## src/rtl/hilo_muldiv_pkg.sv

```systemverilog
// Shared definitions for the HI/LO multiply/divide unit: FSM states,
// LHToReg read-select codes and the default datapath width.
package hilo_muldiv_pkg;

  localparam int DEFAULT_WIDTH = 32;

  localparam logic [1:0] LH_NONE = 2'b00;
  localparam logic [1:0] LH_LO   = 2'b01;
  localparam logic [1:0] LH_HI   = 2'b10;

  typedef enum logic [1:0] {
    IDLE = 2'd0,
    MUL  = 2'd1,
    DIV  = 2'd2
  } state_t;

endpackage

```

## src/rtl/hilo_muldiv_if.sv

```systemverilog
// Decoder/register-file side bus of the HI/LO unit; the decoder is the master,
// the multiply/divide unit is the slave.
interface hilo_muldiv_if #(
  parameter int WIDTH = 32
) ();

  logic             Start;
  logic             IsDiv;
  logic             IsSigned;
  logic [WIDTH-1:0] A;
  logic [WIDTH-1:0] B;
  logic [1:0]       LHToReg;
  logic [WIDTH-1:0] LHOut;
  logic             Busy;
  logic             Done;
  logic             Stall;

  modport master (
    output Start, IsDiv, IsSigned, A, B, LHToReg,
    input  LHOut, Busy, Done, Stall
  );

  modport slave (
    input  Start, IsDiv, IsSigned, A, B, LHToReg,
    output LHOut, Busy, Done, Stall
  );

endinterface

```

## src/rtl/hilo_muldiv_iter_core.sv

```systemverilog
// Unsigned iterative engine: shift-add multiply and restoring divide, one bit
// per cycle; exposes the post-step accumulator so the final step can be written.
module muldiv_iter_core #(
  parameter int WIDTH = 32
) (
  input  logic             clk,
  input  logic             rst_n,
  input  logic             i_load,
  input  logic             i_step,
  input  logic             i_isDiv,
  input  logic [WIDTH-1:0] i_a,
  input  logic [WIDTH-1:0] i_b,
  output logic             o_last,
  output logic [WIDTH-1:0] o_nextHi,
  output logic [WIDTH-1:0] o_nextLo
);

  localparam int CNT_W = $clog2(WIDTH);

  logic [2*WIDTH-1:0] r_acc;
  logic [WIDTH-1:0]   r_opnd;
  logic               r_isDiv;
  logic [CNT_W-1:0]   r_count;

  logic [2*WIDTH-1:0] w_accStep;
  logic [WIDTH:0]     w_sum;
  logic [WIDTH:0]     w_shiftR;
  logic [WIDTH+1:0]   w_trial;

  // Multiply keeps {P_hi, multiplier}; divide keeps {R, Q}, Q starting as the dividend.
  always_comb begin
    w_sum     = {1'b0, r_acc[2*WIDTH-1:WIDTH]} + (r_acc[0] ? {1'b0, r_opnd} : '0);
    w_shiftR  = r_acc[2*WIDTH-1:WIDTH-1];
    w_trial   = {1'b0, w_shiftR} - {2'b00, r_opnd};
    w_accStep = {w_sum, r_acc[WIDTH-1:1]};
    if (r_isDiv) begin
      if (!w_trial[WIDTH+1]) begin
        w_accStep = {w_trial[WIDTH-1:0], r_acc[WIDTH-2:0], 1'b1};
      end else begin
        w_accStep = {w_shiftR[WIDTH-1:0], r_acc[WIDTH-2:0], 1'b0};
      end
    end
  end

  always_ff @(posedge clk or negedge rst_n) begin
    if (!rst_n) begin
      r_acc   <= '0;
      r_opnd  <= '0;
      r_isDiv <= 1'b0;
      r_count <= '0;
    end else if (i_load) begin
      r_acc   <= i_isDiv ? {{WIDTH{1'b0}}, i_a} : {{WIDTH{1'b0}}, i_b};
      r_opnd  <= i_isDiv ? i_b : i_a;
      r_isDiv <= i_isDiv;
      r_count <= '0;
    end else if (i_step) begin
      r_acc   <= w_accStep;
      r_count <= r_count + CNT_W'(1);
    end
  end

  assign o_last   = (r_count == CNT_W'(WIDTH - 1));
  assign o_nextHi = w_accStep[2*WIDTH-1:WIDTH];
  assign o_nextLo = w_accStep[WIDTH-1:0];

endmodule

```

## src/rtl/hilo_muldiv.sv

```systemverilog
// HI/LO multiply/divide unit: FSM, HI/LO registers and read mux around the
// iterative core. Define MULDIV_SIGNED_EN to honour IsSigned (MULT/DIV).
module hilo_muldiv
  import hilo_muldiv_pkg::*;
#(
  parameter int WIDTH = DEFAULT_WIDTH
) (
  input logic          clk,
  input logic          rst_n,
  hilo_muldiv_if.slave bus
);

  state_t           r_state;
  state_t           w_nextState;
  logic             w_load;
  logic             w_step;
  logic             w_finish;
  logic             w_last;
  logic [WIDTH-1:0] w_opA;
  logic [WIDTH-1:0] w_opB;
  logic [WIDTH-1:0] w_coreHi;
  logic [WIDTH-1:0] w_coreLo;
  logic [WIDTH-1:0] w_resHi;
  logic [WIDTH-1:0] w_resLo;
  logic [WIDTH-1:0] r_hi;
  logic [WIDTH-1:0] r_lo;
  logic             r_done;

  always_ff @(posedge clk or negedge rst_n) begin
    if (!rst_n) begin
      r_state <= IDLE;
    end else begin
      r_state <= w_nextState;
    end
  end

  // Start is only looked at in IDLE, so a Start while busy is simply dropped.
  always_comb begin
    w_nextState = r_state;
    w_load      = 1'b0;
    w_step      = 1'b0;
    w_finish    = 1'b0;
    case (r_state)
      IDLE: begin
        if (bus.Start) begin
          w_load      = 1'b1;
          w_nextState = bus.IsDiv ? DIV : MUL;
        end
      end
      MUL, DIV: begin
        w_step = 1'b1;
        if (w_last) begin
          w_finish    = 1'b1;
          w_nextState = IDLE;
        end
      end
      default: w_nextState = IDLE;
    endcase
  end

`ifdef MULDIV_SIGNED_EN
  logic w_negA;
  logic w_negB;
  logic r_negXor;
  logic r_negA;

  assign w_negA = bus.IsSigned & bus.A[WIDTH-1];
  assign w_negB = bus.IsSigned & bus.B[WIDTH-1];
  assign w_opA  = w_negA ? -bus.A : bus.A;
  assign w_opB  = w_negB ? -bus.B : bus.B;

  always_ff @(posedge clk or negedge rst_n) begin
    if (!rst_n) begin
      r_negXor <= 1'b0;
      r_negA   <= 1'b0;
    end else if (w_load) begin
      r_negXor <= w_negA ^ w_negB;
      r_negA   <= w_negA;
    end
  end

  // Remainder follows the dividend's sign; product and quotient follow the sign XOR.
  always_comb begin
    w_resHi = w_coreHi;
    w_resLo = w_coreLo;
    if (r_state == MUL) begin
      if (r_negXor) begin
        {w_resHi, w_resLo} = -{w_coreHi, w_coreLo};
      end
    end else begin
      if (r_negXor) begin
        w_resLo = -w_coreLo;
      end
      if (r_negA) begin
        w_resHi = -w_coreHi;
      end
    end
  end
`else
  assign w_opA   = bus.A;
  assign w_opB   = bus.B;
  assign w_resHi = w_coreHi;
  assign w_resLo = w_coreLo;
`endif

  muldiv_iter_core #(
    .WIDTH(WIDTH)
  ) u_core (
    .clk      (clk),
    .rst_n    (rst_n),
    .i_load   (w_load),
    .i_step   (w_step),
    .i_isDiv  (bus.IsDiv),
    .i_a      (w_opA),
    .i_b      (w_opB),
    .o_last   (w_last),
    .o_nextHi (w_coreHi),
    .o_nextLo (w_coreLo)
  );

  always_ff @(posedge clk or negedge rst_n) begin
    if (!rst_n) begin
      r_hi   <= '0;
      r_lo   <= '0;
      r_done <= 1'b0;
    end else begin
      r_done <= w_finish;
      if (w_finish) begin
        r_hi <= w_resHi;
        r_lo <= w_resLo;
      end
    end
  end

  always_comb begin
    bus.LHOut = '0;
    case (bus.LHToReg)
      LH_LO:   bus.LHOut = r_lo;
      LH_HI:   bus.LHOut = r_hi;
      default: bus.LHOut = '0;
    endcase
  end

  assign bus.Busy  = (r_state != IDLE);
  assign bus.Done  = r_done;
  assign bus.Stall = bus.Busy & (bus.Start | (bus.LHToReg != LH_NONE));

endmodule

```

## src/flat_wrapper.sv

```systemverilog
// flat-port wrapper written by rule: the top's interface ports become plain ports
module hilo_muldiv_flat import hilo_muldiv_pkg::*;
#(
  parameter int WIDTH = DEFAULT_WIDTH
)
  (clk, rst_n, bus_Start, bus_IsDiv, bus_IsSigned, bus_A, bus_B, bus_LHToReg, bus_LHOut, bus_Busy, bus_Done, bus_Stall);
  hilo_muldiv_if #(.WIDTH(WIDTH)) bus_i ();
  input logic clk;
  input logic rst_n;
  input wire logic [$bits(bus_i.Start)-1:0] bus_Start;
  input wire logic [$bits(bus_i.IsDiv)-1:0] bus_IsDiv;
  input wire logic [$bits(bus_i.IsSigned)-1:0] bus_IsSigned;
  input wire logic [$bits(bus_i.A)-1:0] bus_A;
  input wire logic [$bits(bus_i.B)-1:0] bus_B;
  input wire logic [$bits(bus_i.LHToReg)-1:0] bus_LHToReg;
  output wire logic [$bits(bus_i.LHOut)-1:0] bus_LHOut;
  output wire logic [$bits(bus_i.Busy)-1:0] bus_Busy;
  output wire logic [$bits(bus_i.Done)-1:0] bus_Done;
  output wire logic [$bits(bus_i.Stall)-1:0] bus_Stall;
  assign bus_i.Start = bus_Start;
  assign bus_i.IsDiv = bus_IsDiv;
  assign bus_i.IsSigned = bus_IsSigned;
  assign bus_i.A = bus_A;
  assign bus_i.B = bus_B;
  assign bus_i.LHToReg = bus_LHToReg;
  assign bus_LHOut = bus_i.LHOut;
  assign bus_Busy = bus_i.Busy;
  assign bus_Done = bus_i.Done;
  assign bus_Stall = bus_i.Stall;
  hilo_muldiv #(.WIDTH(WIDTH)) u_core (.clk(clk), .rst_n(rst_n), .bus(bus_i));
endmodule
```

## config.mk

```make
export PLATFORM = sky130hd
export DESIGN_NAME = hilo_muldiv_flat
export DESIGN_NICKNAME = d
export VERILOG_FILES = /design/src/rtl/hilo_muldiv_pkg.sv /design/src/rtl/hilo_muldiv_if.sv /design/src/rtl/hilo_muldiv_iter_core.sv /design/src/rtl/hilo_muldiv.sv /design/src/flat_wrapper.sv
export SDC_FILE = /design/constraint.sdc
export NUM_CORES = 1
export LEC_CHECK = 0
export CAP_MARGIN = 5
export CORE_MARGIN = 2
export CORE_UTILIZATION = 30
export CTS_CLUSTER_DIAMETER = 30
export DETAILED_ROUTE_END_ITERATION = 12
export SKIP_CTS_REPAIR_TIMING = 1
export SLEW_MARGIN = 20
export SYNTH_ARGS = -nofsm -noshare
export SYNTH_HDL_FRONTEND = slang
export SYNTH_SLANG_ARGS = --single-unit
```

## constraint.sdc

```tcl
create_clock -name clk -period 4.6 [get_ports clk]
set_clock_uncertainty 0.15 [all_clocks]
set_input_delay 0.92 -clock clk [delete_from_list [all_inputs] [get_ports clk]]
set_output_delay 0.92 -clock clk [all_outputs]
set_load 0.005 [all_outputs]
```

# Yosys cells after proc, flatten, opt, wreduce, memory -nomap -nowiden
# Index checks and enable logic that the tools add are counted.
[word_totals] elab_cells=45 output_inout_bits=35 reg_bits=169 input_bits=71
[op_classes] add_sub_neg=3 reduce_logical=6 muxes=19 bitwise=2 n_eq_ne=7
[ops] operator="two-way mux 64 bit" n=4
[ops] operator="two-way mux 32 bit" n=3
[ops] operator="case mux 32 bit (2 select lines)" n=1
[ops] operator="subtractor 33 x 32 -> 34 bit" n=1
[ops] operator="adder 32 x 33 -> 33 bit" n=1
[ops] operator="two-way mux 5 bit" n=2
[ops] operator="two-way mux 2 bit" n=3
[ops] operator="nonzero test 2 bit" n=3
[ops] operator="adder 5 x 1 -> 5 bit, second input constant" n=1
[ops] operator="== test 5 bit, second input constant" n=1
[ops] operator="two-way mux 1 bit" n=5
[ops] operator="== test 2 x 1 -> 1 bit, second input constant" n=2
[ops] operator="== test 2 bit, second input constant" n=2
[ops] operator="!= test 2 bit, second input constant" n=2
[ops] operator="case mux 2 bit (2 select lines)" n=1
[ops] operator="logical NOT 2 bit" n=1
[ops] operator="AND reduction 2 bit" n=1
[ops] operator="OR reduction 2 bit" n=1
[ops] operator="bitwise AND 1 bit" n=1
[ops] operator="bitwise OR 1 bit" n=1

# Longest topological paths before layout
[logic_depth] word_depth=5 depth_mapped=14 depth_no_buf=13

# Hierarchy
# Synthesis repeated with hierarchy kept, for this count alone.
[hier_totals] cells_unflattened=1420 hier_area_um2=12673.4
[by_module_without_submodules] module="muldiv_iter_core" area_each_um2=9600.5 instances=1 seq_area_each_um2=2552.4 cells_each=1189
[by_module_without_submodules] module="hilo_muldiv" area_each_um2=3072.9 instances=1 seq_area_each_um2=1676.6 cells_each=231

# Least setup slack after synthesis
# OpenSTA, ideal clock, no wires.
[synth_timing] path_kind="reg2reg" from="reg u_core.u_core.r_acc[0]" to="reg u_core.r_hi[31]" path_buffers=1 arrival_ns=3.300 stages_incl_launch_ff=15 setup_time_ns=0.125 t_required_ns=4.325 synth_period_minus_slack_ns=3.575 slack_ns=1.025 path_cell_list="dfrtp_1 -> clkbuf_1 -> and2_1 -> ha_1 -> fa_1 -> a211o_1 -> a211oi_2 -> or4_4 -> a211o_1 -> a21oi_4 -> a211oi_4 -> nor3b_2 -> a2111oi_1 -> a311oi_2 -> mux2_2"
[synth_via] elab_chain_len=3
[synth_lines] element="from (decl)" line="hilo_muldiv_iter_core.sv:20" rtl="logic [2*WIDTH-1:0] r_acc;"
[synth_lines] element="from (signal assigned)" line="hilo_muldiv_iter_core.sv:52" rtl="r_acc <= i_isDiv ? {{WIDTH{1'b0}}, i_a} : {{WIDTH{1'b0}}, i_b};"
[synth_lines] element="from (signal assigned)" line="hilo_muldiv_iter_core.sv:57" rtl="r_acc <= w_accStep;"
[synth_lines] element="two-way mux 32 bit" line="hilo_muldiv_iter_core.sv:32" rtl="w_sum = {1'b0, r_acc[2*WIDTH-1:WIDTH]} + (r_acc[0] ? {1'b0, r_opnd} : '0);"
[synth_lines] element="adder 32 x 33 -> 33 bit" line="hilo_muldiv_iter_core.sv:32"
[synth_lines] element="two-way mux 64 bit" line="hilo_muldiv_iter_core.sv:36" rtl="if (r_isDiv) begin"
[synth_lines] element="to (signal assigned)" line="hilo_muldiv.sv:129" rtl="r_hi <= w_resHi;"
[synth_lines] element="to (decl)" line="hilo_muldiv.sv:25" rtl="logic [WIDTH-1:0] r_hi;"
# Every way passes these cells.
# A chain may end at the register's enable or synchronous reset.

# Worst setup path after layout
[layout_timing] from="in bus_LHToReg[0]" to="out bus_LHOut[30]"
[layout_via] elab_chain_len=2 elab_cells_between_ends=3 classes_between="eq/ne: 2; mux: 1"
[layout_lines] element="from (decl)" line="flat_wrapper.sv:15" rtl="input wire logic [$bits(bus_i.LHToReg)-1:0] bus_LHToReg;"
[layout_lines] element="== test 2 bit / == test 2 x 1 -> 1 bit (equally long branches)" line="hilo_muldiv.sv:137" rtl="case (bus.LHToReg)"
[layout_lines] element="case mux 32 bit (2 select lines) *" line="hilo_muldiv.sv:137"
[layout_lines] element="to (decl)" line="flat_wrapper.sv:16" rtl="output wire logic [$bits(bus_i.LHOut)-1:0] bus_LHOut;"
# Every way passes the cells marked *; elsewhere a longest branch is shown, timed or not.

==> flow_metrics.py <==
metrics = {
    "outcome": {
        "outcome": "complete, no violations",
    },
    "timing": {
        "rsz0062_at_grt": "no",
        "max_slew.worst_pin.slew_ns": 1.06,
        "fin_crit_sh": 0.895,
        "fmax_mhz": 243,
        "hold_ws_ns": 0.335,
        "setup_tns_ns": 0,
        "setup_viol": 0,
        "period_minus_slack_ns": 4.12,
        "hold_violations": 0,
        "slew_violations": 0,
        "slew_headroom": 0.295,
    },
    "route": {
        "vias_per_cell": 5.36,
        "vias": 10813,
        "drcViolationCount": 0,
        "route.met3.wl_mm": 1.36,
        "top_layer_used": "met4",
        "wl_mm": 36.5,
        "antenna_left": 0,
        "drt_iter0_drc": 698,
        "wl_met2_mm": 17.5,
        "wire_per_inst_um": 18.1,
        "first_pass_iters": 5,
        "met1_length_mm": 16.9,
    },
    "finish": {
        "layout.cells.most_common": "nand2_1",
        "area_growth_pct": 18.3,
        "drive_gt1_frac": 0.0743,
        "nNetsFinal": 1624,
        "final_cell_mix": "181 x nand2_1, 168 x dfrtp_1, 159 x o21ai_0",
        "n_fill_cell": 4160,
        "antenna_cells": 0,
        "fin_cells": 2019,
    },
    "floorplan": {
        "core_um2": 40000,
        "initial_core_util": 0.306,
        "die_area_um2": 42400,
        "pin_count": 106,
        "num_rows": 73,
        "die_w_um": 206,
        "die_height_um": 206,
    },
    "grt": {
        "grt_first_pass_wirelength_mm": 57.6,
        "grt_usage": 0.173,
        "grt_pass1_vias": 10479,
        "antenna_found_initial": 0,
        "grt_overflow": 0,
        "grt_max_degree": 101,
    },
    "synthesis": {
        "ys_seq_area_frac": 0.346,
        "synth_edf_count": 0,
        "ys_ff_latch": 169,
        "syn_area_per_cell_um2": 8.63,
        "yosys_warnings": 0,
        "synthCells": 1418,
        "ys_async_sr_fraction": 1.00,
        "syn-num-nets": 1561,
        "yosysUniqueCellTypes": 66,
        "dominantRegCellSynth": "dfrtp_1",
        "syn_area_um2": 12200,
    },
    "power_and_ir_drop": {
        "vdd_drop_max_mv": 0.362,
        "power_leakage_uw": 0.00653,
        "power.density_nw_per_um2": 743,
    },
    "clock_network": {
        "clockBufferDepth": 2,
        "htree_levels": 4,
        "cts_tree": "done",
        "cts_made_buffers": 17,
        "path_clk_slew_ns": 0.07,
        "cts-root-buf": "clkbuf_16",
        "insertion_delay_ns": 0.44,
        "cts_sinks": 169,
    },
    "setup_path": {
        "cp_max_fo": 19,
        "worstSetupEndpointType": "output pin",
        "crit_arrival_ns": 3.05,
        "worstSetupPathType": "input pin to output pin",
        "cp.required_ns": 3.53,
        "start_kind": "input pin",
    },
    "place": {
        "place_congestion": 0.888,
        "dp_cells": 1987,
        "port_buffers": 104,
        "hpwl_mm": 27.0,
    },
    "job": {
        "max-cap-violations": 0,
    },
    "hold_path": {
        "hold_class": "flip-flop to flip-flop",
    },
}
[power by group]
part	switching (µW)	internal [µW]
clock network	727	736
logic	3990	2760
registers	575	1980
total	5290	5470
[Yosys cell counts (34+ instances only)]
cell type    n  share of area
dfrtp_1    169           0.35
xnor2_1     38          0.027
a22oi_1     34          0.021
and2_1      34          0.017
inv_1       53          0.016
mux2i_1    104          0.085
clkbuf_1    71          0.022
o211ai_1    34          0.021
a21oi_1     76          0.031
nor2b_1     45          0.023
o21ai_0    159          0.065
nor2_1      59          0.018
ha_1        70          0.072
a21o_1      35          0.021
nand2_1    183          0.056
[layer usage]
metal,GRT usage,vias up
met1,0.232,5258
met3,0.0210,54
met4,0.0492,0
met5,0,-
met2,0.292,280
li1,-,5221
[path summary, 6_finish.rpt]
| check | start | end | slack (ns) | cells after the start |
|---|---|---|---|---|
| worst max-delay path | bus_LHToReg[0] | bus_LHOut[30] | 0.48 | 6 |
| worst min-delay path | u_core.r_hi[20] | u_core.r_hi[20] | 0.33 | 1 |
| worst max register to register | u_core.u_core.r_opnd[0] | u_core.u_core.r_acc[60] | 0.56 | 12 |
| worst min register to register | u_core.r_hi[20] | u_core.r_hi[20] | 0.33 | 1 |
| max in group asynchronous | rst_n | u_core.u_core.r_opnd[12] | 3.10 | 2 |
| min in group asynchronous | rst_n | u_core.u_core.r_acc[27] | 0.39 | 1 |
[flip-flops by register name, summed over array words and instances, names as in the netlist]
signal / flops
u_core.bus.Done: 1
u_core.r_hi: 32
u_core.r_lo: 32
u_core.r_state: 2
u_core.u_core.r_acc: 64
u_core.u_core.r_count: 5
u_core.u_core.r_isDiv: 1
u_core.u_core.r_opnd: 32
[critical path, stage by stage]
cell and delay, ns:
clkdlybuf4s50_1 0.49, inv_1 0.06, ha_1 0.59, buf_4 0.28, nor2b_1 0.18, clkdlybuf4s50_1 0.53
[area by class of cell]
type,count,area [µm²],share of cell area
flip-flops and latches,169,4230,0.292
well taps,525,657,0.0454
repair buffers,134,1320,0.0908
inverters,53,199,0.0137
multi-input cells,1106,7480,0.516
clock inverters,15,175,0.0121
clock buffers,17,425,0.0294
[stage by stage]
step	utilization	power, µW	instance area, µm²	setup slack [ns]
after floorplan	-	7300	12200	1.03
after global placement	0.347	9150	13900	0.486
after detailed placement	0.347	9240	13900	0.499
after CTS	0.362	10800	14500	0.476
after global routing	0.362	11700	14500	0.317
final	0.362	10800	14500	0.481
[cells by family after synthesis]
group	synth area share
buf+inv	0.0452
flops	0.346
compound gates	0.238
fa+ha+maj	0.0748
simple gates	0.153
xor+xnor	0.0408
mux	0.103
No activity file was read; power rests on OpenSTA's default activity.
==> patch, RTL diff (same flow settings) <==
Add a define of `MULDIV_SIGNED_EN`.
--- a/src/rtl/hilo_muldiv.sv
+++ b/src/rtl/hilo_muldiv.sv
@@ -2,2 +2,4 @@
 // iterative core. Define MULDIV_SIGNED_EN to honour IsSigned (MULT/DIV).
+`define MULDIV_SIGNED_EN
+
 module hilo_muldiv
Check against the original RTL: no difference found for any inputs over 4 cycles, from zero or initial values and one cycle with rst_n low; that may be too few to reach the edited logic, so the function may still have changed.
==> patch against the original RTL <==
Synthesized area grew 29%. Routed wire length grew 59%. Global-route usage grew 3.8 points. Sequential cell count grew 2. Worst setup slack lost 0.32 ns. Total power grew 49%. Cell area grew 32%. Critical path type is now flop to flop. Largest cell class unchanged.
==> patch: results (changes against the original RTL) <==
\begin{tabular}{lr}
\hline
Metric & Value \\
\hline
\multicolumn{2}{l}{\textbf{Run status}} \\
Result of the run & finished clean \\
\multicolumn{2}{l}{\textbf{Placed design}} \\
Number of input and output port buffers inserted & 105 (+0.96\%) \\
Placed Instance Area & 0.0184 sq mm (+32\%) \\
Global placement routability congestion & 0.984 (+11\%) \\
HPWL after detailed placement & 46600 um (+72\%) \\
\multicolumn{2}{l}{\textbf{Finish}} \\
Layout cells sized above 1 & 13.2\% (+5.8 points) \\
Filler cell count in the final layout & 5282 (+27\%) \\
Final instance count without filler cells & 2887 (+43\%) \\
Fin nets & 2342 (+44\%) \\
Final standard cell area without fillers & 0.0192 sq mm (+32\%) \\
\multicolumn{2}{l}{\textbf{Critical path}} \\
Launching element type of the critical path & flop \\
Arrival @ worst endpoint & 4.58 ns (+1.53 ns) \\
R2R Path Start & u\_core.u\_core.r\_acc[0] \\
Largest incremental delay on the critical path & 0.47 ns (-0.12 ns) \\
Family with the most delay on the worst path & simple AND/OR/NAND/NOR gates \\
\multicolumn{2}{l}{\textbf{Synthesis}} \\
Average cell area after synthesis & 7.77 sq um (-10\%) \\
Synthesized netlist net count & 2173 (+39\%) \\
Synth cell types & 99 (+50\%) \\
\multicolumn{2}{l}{\textbf{Routing}} \\
Wirelength, routed & 58000 um (+59\%) \\
Drt pass-1 iters & 7 (+2) \\
Via-to-Cell Ratio & 5.45 (+1.8\%) \\
1st-iter DRT viols & 1370 (+96\%) \\
\multicolumn{2}{l}{\textbf{STA}} \\
Worst max-slew margin expressed relative to the limit & 34.3\% (+4.8 points) \\
\multicolumn{2}{l}{\textbf{Power and ir drop}} \\
VDD IR max & 513 uV (+42\%) \\
\multicolumn{2}{l}{\textbf{GRT}} \\
Total global-route track usage & 21.1\% (+3.8 points) \\
Global-route wire length before repair & 88100 um (+53\%) \\
\hline
\end{tabular}
-- patch: cell types whose count changed after synthesis, sizes merged, moves of 25 or more --
cell and change:
nand2 +98, o21ai +91, nor2 +88, xnor2 +70
mux2i -43, xor2 +43, nor3 +42, a21oi +39
o211ai +26, inv +25
-- patch: cell families after synthesis --
group	Yosys count	synth area share [%]
adder cells (fa/ha/maj)	77	6.22
flip-flops	171	27.2
AO/OA/AOI/OAI	660	26.9
XOR/XNOR	170	9.46
AND/OR/NAND/NOR	685	20.9
buffers and inverters	199	5.29
multiplexers	63	4.02
-- patch: metal layers --
| metal | up-vias | share of wire (%) | GRT usage, % |
|---|---|---|---|
| met3 | 84 | 5.1 | 2.65 |
| met4 | 4 | 2.7 | 6.33 |
| met1 | 7593 | 46 | 29.4 |
| met2 | 472 | 46 | 33.9 |
| met5 | - | 0.10 | 0 |
| li1 | 7585 | - | - |
-- patch: cell type report --
cell class | instances | area share, %
inverters | 78 | 1.53
well taps | 680 | 4.44
repair buffers | 271 | 12.3
clock inverters | 14 | 0.777
multi-input cells | 1655 | 56.4
flip-flops and latches | 171 | 22.4
clock buffers | 18 | 2.24
-- patch: path summary, 6_finish.rpt --
path                                     endpoint  slack [ns]  cells past startpoint
setup / recovery                  u_core.r_hi[29]        0.17                     17
hold / removal                    u_core.r_lo[30]        0.32                      1
setup reg to reg                  u_core.r_hi[29]        0.17                     17
hold reg to reg                   u_core.r_lo[24]        0.33                      2
max in group asynchronous  u_core.u_core.r_acc[9]        3.06                      2
min in group clk                  u_core.r_lo[24]        0.33                      2
-- patch: through the flow --
stage	setup WS (ns)	power (mW)
floorplan	0.278	9.77
global placement	-0.0625	14.1
detailed placement	-0.0819	14.2
CTS	-0.116	15.7
global route	-0.0119	17.2
finish	0.166	16.1
-- patch: where the power goes --
| part | total (mW) | switching [mW] | internal (mW) |
|---|---|---|---|
| sequential | 2.47 | 0.514 | 1.95 |
| combinational | 12.1 | 7.27 | 4.87 |
| clock | 1.48 | 0.706 | 0.770 |
| total | 16.1 | 8.49 | 7.59 |
